$ cat src/rtl/serial_sub_pkg.sv
// Shared types and helpers for the digit-serial subtractor.
package serial_sub_pkg;

  typedef enum logic [1:0] {
    IDLE = 2'd0,
    RUN  = 2'd1,
    DONE = 2'd2
  } state_t;

  // Number of digit steps per operation; guards against a zero digit size.
  function automatic int ndig(input int width, input int digit);
    if (digit > 0) begin
      return width / digit;
    end else begin
      return 1;
    end
  endfunction

endpackage

$ cat src/rtl/full_sub_cell.sv
// Single-bit full subtractor: x - y - bi -> {bo, d}.
module full_sub_cell (
  input  logic x,
  input  logic y,
  input  logic bi,
  output logic d,
  output logic bo
);

  assign d  = x ^ y ^ bi;
  assign bo = (~x & y) | (~(x ^ y) & bi);

endmodule

$ cat src/rtl/sub_digit.sv
// Combinational DIGIT-bit ripple-borrow subtractor built from full_sub_cell.
module sub_digit #(
  parameter int DIGIT = 4
) (
  input  logic [DIGIT-1:0] x,
  input  logic [DIGIT-1:0] y,
  input  logic             bi,
  output logic [DIGIT-1:0] d,
  output logic             bo
);

  logic [DIGIT:0] w_b;

  assign w_b[0] = bi;

  for (genvar i = 0; i < DIGIT; i++) begin : g_cell
    full_sub_cell u_cell (
      .x  (x[i]),
      .y  (y[i]),
      .bi (w_b[i]),
      .d  (d[i]),
      .bo (w_b[i+1])
    );
  end

  assign bo = w_b[DIGIT];

endmodule

$ cat src/rtl/serial_sub.sv
// Digit-serial subtractor: a - b - bin over WIDTH bits, DIGIT bits per clock,
// least-significant digit first, with a start/done handshake.
module serial_sub
  import serial_sub_pkg::*;
#(
  parameter int WIDTH = 16,
  parameter int DIGIT = 4
) (
  input  logic             clk,
  input  logic             rst,
  input  logic             start,
  input  logic [WIDTH-1:0] a,
  input  logic [WIDTH-1:0] b,
  input  logic             bin,
  output logic             busy,
  output logic             done,
  output logic [WIDTH-1:0] diff,
  output logic             bout
);

  localparam int             NDIG     = ndig(WIDTH, DIGIT);
  localparam int             CW       = $clog2(NDIG + 1);
  localparam logic [CW-1:0]  CNT_LAST = CW'(NDIG - 1);

  if (WIDTH < 1 || DIGIT < 1 || DIGIT > WIDTH || (WIDTH % DIGIT) != 0) begin : g_param_check
    $error("serial_sub: WIDTH must be >= 1 and a multiple of DIGIT, with 1 <= DIGIT <= WIDTH");
  end

  state_t           r_state;
  state_t           w_state_n;
  logic [WIDTH-1:0] r_a_sh;
  logic [WIDTH-1:0] r_b_sh;
  logic [WIDTH-1:0] r_diff_sh;
  logic [WIDTH-1:0] w_diff_nx;
  logic             r_brw;
  logic             w_brw_n;
  logic [CW-1:0]    r_cnt;
  logic             r_busy;
  logic             r_done;
  logic [DIGIT-1:0] w_d;

  sub_digit #(.DIGIT(DIGIT)) u_digit (
    .x  (r_a_sh[DIGIT-1:0]),
    .y  (r_b_sh[DIGIT-1:0]),
    .bi (r_brw),
    .d  (w_d),
    .bo (w_brw_n)
  );

  // New digit enters at the top as the result register shifts right.
  always_comb begin
    w_diff_nx                    = r_diff_sh >> DIGIT;
    w_diff_nx[WIDTH-1 -: DIGIT]  = w_d;
  end

  always_comb begin
    w_state_n = r_state;
    case (r_state)
      IDLE: begin
        if (start) begin
          w_state_n = RUN;
        end else begin
          w_state_n = IDLE;
        end
      end
      RUN: begin
        if (r_cnt == CNT_LAST) begin
          w_state_n = DONE;
        end else begin
          w_state_n = RUN;
        end
      end
      DONE:    w_state_n = IDLE;
      default: w_state_n = IDLE;
    endcase
  end

  always_ff @(posedge clk) begin
    if (rst) begin
      r_state <= IDLE;
      r_busy  <= 1'b0;
      r_done  <= 1'b0;
    end else begin
      r_state <= w_state_n;
      r_busy  <= (w_state_n == RUN);
      r_done  <= (w_state_n == DONE);
    end
  end

  always_ff @(posedge clk) begin
    if (rst) begin
      r_a_sh    <= {WIDTH{1'b0}};
      r_b_sh    <= {WIDTH{1'b0}};
      r_diff_sh <= {WIDTH{1'b0}};
      r_brw     <= 1'b0;
      r_cnt     <= {CW{1'b0}};
    end else begin
      case (r_state)
        IDLE: begin
          if (start) begin
            r_a_sh <= a;
            r_b_sh <= b;
            r_brw  <= bin;
            r_cnt  <= {CW{1'b0}};
          end
        end
        RUN: begin
          r_a_sh    <= r_a_sh >> DIGIT;
          r_b_sh    <= r_b_sh >> DIGIT;
          r_diff_sh <= w_diff_nx;
          r_brw     <= w_brw_n;
          r_cnt     <= r_cnt + CW'(1);
        end
        default: begin
          r_cnt <= r_cnt;
        end
      endcase
    end
  end

  assign diff = r_diff_sh;
  assign bout = r_brw;
  assign busy = r_busy;
  assign done = r_done;

endmodule

$ cat config.mk
export PLATFORM = sky130hd
export DESIGN_NAME = serial_sub
export DESIGN_NICKNAME = d
export VERILOG_FILES = /design/src/rtl/serial_sub_pkg.sv /design/src/rtl/full_sub_cell.sv /design/src/rtl/sub_digit.sv /design/src/rtl/serial_sub.sv
export SDC_FILE = /design/constraint.sdc
export NUM_CORES = 1
export LEC_CHECK = 0
export BUFFER_PORTS_ARGS = -buffer_cell sky130_fd_sc_hd__buf_2
export CELL_PAD_IN_SITES_DETAIL_PLACEMENT = 1
export CELL_PAD_IN_SITES_GLOBAL_PLACEMENT = 2
export CORE_MARGIN = 10
export CORE_UTILIZATION = 35
export DETAILED_ROUTE_END_ITERATION = 16
export GPL_TIMING_DRIVEN = 0
export HOLD_SLACK_MARGIN = 0.03
export PLACE_DENSITY = 0.84
export SETUP_SLACK_MARGIN = 0.05
export SLEW_MARGIN = 20
export SYNTH_ARGS = -nofsm -noshare
export SYNTH_HDL_FRONTEND = slang
export SYNTH_SLANG_ARGS = --single-unit
$ cat constraint.sdc
create_clock -name clk -period 6.25 [get_ports clk]
set_clock_uncertainty 0.1 [all_clocks]
set_input_delay 0.3125 -clock clk [delete_from_list [all_inputs] [get_ports clk]]
set_output_delay 0.3125 -clock clk [all_outputs]
set_load 0.01 [all_outputs]
# == After elaboration in Yosys (flattened, before gate mapping) ==
# Cells that the tools add are included.
# W data, S select, Z words.
# word_totals
wordCells,56
input_bits,36
ff_bits,56
output_inout_bits,19
# op_classes
n_bitwise,28
muxes,11
reduce_logical,3
n_addsub,1
n_eq_ne,5
# ops
op,count
$pmux W16 S2,2
$mux W16,2
$and A1 B1 Y1,8
$not A1 Y1,8
$xor A1 B1 Y1,8
$pmux W3 S2,1
$eq A2 B1 Y1 const B,2
$or A1 B1 Y1,4
$pmux W2 S2,1
$add A3 B1 Y3 const B,1
$eq A3 B2 Y1 const B,1
$mux W3,1
$eq A2 B2 Y1 const B,1
$logic_not A2 Y1,1
$mux W1,2
$mux W2,1
$ne A2 B2 Y1 const B,1
$pmux W1 S2,1
$reduce_and A2 Y1,1
$reduce_bool A2 Y1,1

# == Depth between registers and ports, before layout ==
# depth
depth_word,11
mapped_depth,9
ltp_nobuf,9

# == By module ==
# Synthesis repeated with hierarchy kept, for this count alone.
# unflattened
hier_cells,280
area_unflattened_um2,2414.8
# modules_own_cells
mod,cells_each,n_inst,area_each_um2,seq_area_each_um2
serial_sub,265,1,2293.4,1121.1
full_sub_cell at u_digit.g_cell[0].u_cell ...,4,3,31.3,0.0
full_sub_cell at u_digit.g_cell[3].u_cell,3,1,27.5,0.0

# == Worst setup path after synthesis ==
# OpenSTA, ideal clock, no wires.
# synth_path
path_type,reg2reg
from,reg r_brw (netlist: bout)
to,reg r_diff_sh[15] (netlist: diff[15])
stages_incl_launch_ff,10
t_arrival_ns,1.901
setup_ns,0.132
period_less_slack_ns,2.133
path_slack_ns,4.117
required_ns,6.018
path_buffers,0
cell_sequence,dfxtp_1 -> inv_1 -> fa_1 -> inv_1 -> fa_1 -> fa_1 -> inv_1 -> fa_1 -> nand2_1 -> a21oi_1
# synth_between
elab_chain_cells,7
# synth_rtl
element,line_no,source
"start, declared",serial_sub.sv:35,logic r_brw;
"start signal, assigned",serial_sub.sv:103,r_brw <= bin;
"start signal, assigned",serial_sub.sv:111,r_brw <= w_brw_n;
$and A1 B1 Y1,full_sub_cell.sv:11,assign bo = (~x & y) | (~(x ^ y) & bi);
$or A1 B1 Y1,full_sub_cell.sv:11,
$and A1 B1 Y1,full_sub_cell.sv:11,
$or A1 B1 Y1,full_sub_cell.sv:11,
$and A1 B1 Y1,full_sub_cell.sv:11,
$or A1 B1 Y1,full_sub_cell.sv:11,
$xor A1 B1 Y1,full_sub_cell.sv:10,assign d = x ^ y ^ bi;
net u_digit.g_cell[3].u_cell.d,full_sub_cell.sv:6,"output logic d,"
"end signal, assigned",serial_sub.sv:94,r_diff_sh <= {WIDTH{1'b0}};
"end signal, assigned",serial_sub.sv:110,r_diff_sh <= w_diff_nx;
"end, declared",serial_sub.sv:33,logic [WIDTH-1:0] r_diff_sh;
# The timed path passes the listed nets, and every way through them passes these cells.
# A chain may end at the register's enable or synchronous reset.

# == Worst setup path after layout ==
# Ends and elaborated chain as after synthesis.

==> impl_metrics.ini <==
[run_status]
status = completed

[synthesis]
synth_top_area_cell = dfxtp_1
yosysWarningCount = 0
ys_seq_area_share_pct = 44.5
syn-cell-area_um2 = 2520
synth.most_common_cell = nand2_1
synth_flop_cell = dfxtp_1
syn_inst = 273
postSynthAreaPerCell_um2 = 9.23
synth.area.top_cells = dfxtp_1, a311oi_2, nand2_1
syn_nets = 315
synth_edf_count = 0
ys_async_sr_fraction_pct = 0
ys_ff_latch = 56
synth_commonest_cells = nand2_1, dfxtp_1, nor2_1, a311oi_2, a21oi_1
ys_types = 28
synth_top_area_share_pct = 44.5

[power]
p_leak_uw = 0.00123
powerDensity_nw_per_um2 = 242
ir_drop_mv = 0.0868

[worst_setup_path]
cp_num_buf_inv = 3
crit_required_ns = 6.33
max_stage_delay_ns = 0.42
crit_fanout = 3
crit_arrival_ns = 2.30
endpoint_kind = register
critical-path-slowest-cell = fa_1
crit_start = bout
cpLargestDelayFamily = adder cells
crit_chain = inv_1 > fa_1 > inv_1 > fa_1 > fa_1 > inv_1 > fa_1 > nand2_1 > a21oi_1
r2r_start = bout
path_class = reg -> reg
cp-start-kind = register
cpMostUsedCell = fa_1

[routing]
final_antenna_net_count = 0
vias = 2045
post_drt_via_cell_ratio = 4.77
drc = 0
drt_wl_total_um = 6430
wl_per_cell_um = 15.0
first_pass_iters = 4
drt_iter0_markers = 37

[clock_tree]
cts_resized = 0
clk_pin_slew_ns = 0.09
clk_latency_ns = 0.30
clock_path_buffers = 2
cts_max_level = 2
postCtsSetupRepairBufs = 0
cts_made_buffers = 5
cts_tree = done
ctsHoldBuffers = 0
cts-root-buf = clkbuf_8
cts.sinks = 56

[sta]
worst_pin_slew_ns = 0.734
fin_tns_setup_ns = 0
clock.fmax_ghz = 0.451
holdWs_ns = 0.138
drv_slew = 0
hold_viol_final = 0
fin_crit_sh_pct = 35.5
relSlewSlack_pct = 51.1
finalSetupViolCount = 0
rsz0062_at_grt = false
fin_crit_ns = 2.22

[finish]
num_antenna_cells = 0
nets = 375
drive_gt1_share_pct = 34.8
layout-area-overhead-vs-synth_pct = 19.1

[floorplan]
chipHeight_um = 105
ios = 55
dieWidth_um = 105
dieArea_um2 = 11000
rows = 30
design.core.area_um2 = 6910
start_util_pct = 36.5

[min_path]
min-delay-start = b[12]
hold_class = in -> reg

[place]
hpwl_um = 5010
gp_congestion = 0.752
place.port_buffers = 53

[global_routing]
antenna_found_initial = 0
grt_max_degree = 16
grt.total_usage_pct = 11.5
grt_pass1_vias = 2177
grt_pass1_wl_um = 10600
grt-ovfl-total = 0

[job]
drv_cap = 0
final timing paths:
kind                              endpoint  slack [ns]  cells after the start
worst max-delay path              diff[15]        4.03                      9
worst max register to register    diff[15]        4.03                      9
worst min register to register     diff[0]        0.36                      2
worst min-delay path            r_b_sh[12]        0.14                      3
flip-flops by register name, summed over array words and instances (netlist names):
signal	cells
diff	16
r_a_sh	16
r_b_sh	16
r_cnt	3
r_state	2
bout	1
busy	1
done	1
stage by stage:
step	setup slack (ns)	power [uW]	utilization, %	cell area (um2)	cells
after floorplan	4.12	484	-	2520	273
after global placement	4.04	524	42.1	2910	422
after detailed placement	4.00	528	42.1	2910	422
after CTS	3.99	741	43.5	3000	429
after global routing	3.92	769	43.5	3000	429
final	4.03	727	43.5	3000	429
cells in the final DEF, fill, tap and decap left out:
cell,n
nand2b_1,1
nor3_1,4
and2b_1,1
fa_1,4
clkbuf_8,7
nor3b_2,1
o21bai_1,1
nand2b_4,1
dfxtp_1,56
a31oi_1,1
ha_1,2
buf_4,3
buf_2,61
a21oi_1,14
nor2b_2,1
nand2_2,9
a311oi_2,24
a22oi_1,9
buf_1,1
buf_6,6
clkbuf_1,4
mux2i_1,2
nand2_1,69
buf_8,1
inv_1,9
a2bb2oi_1,1
a211oi_2,2
a21o_1,1
nor2_1,37
worst min-delay path, cell delays in order:
cell and delay (ns):
buf_2 0.07, a22oi_1 0.05, nor2_1 0.07
power by group:
| part | switching (uW) | total, uW | internal, uW |
|---|---|---|---|
| clock | 113 | 212 | 99.0 |
| sequential | 14.3 | 393 | 378 |
| combinational | 69.9 | 123 | 52.9 |
final cells by class:
class                           instances  area [um2]
Timing Repair Buffer                   53         265
Fill cell                             875        3910
Buffer                                 23         164
Inverter                                9        33.8
Sequential cell                        56        1120
Tap cell                               96         120
Clock buffer                            7        96.3
Multi-Input combinational cell        185        1200
cells by family after synthesis:
group / count (synthesis) / share of synthesized area (%)
and+or+nand+nor: 124 / 20.8
DFF: 56 / 44.5
AOI/OAI and AO/OA: 53 / 21.9
buffers and inverters: 32 / 7.84
adders and majority gates: 6 / 4.17
muxes: 2 / 0.794
per-layer routing:
metal  track usage [%]  up-vias  part of all wire [%]
li1                  -     1037                     -
met2              18.6       44                    46
met3              3.44        5                   4.7
met1              14.6      959                    48
met5                 0        -                     0
met4              2.94        0                  0.89
(Power assumes the default switching activity.)
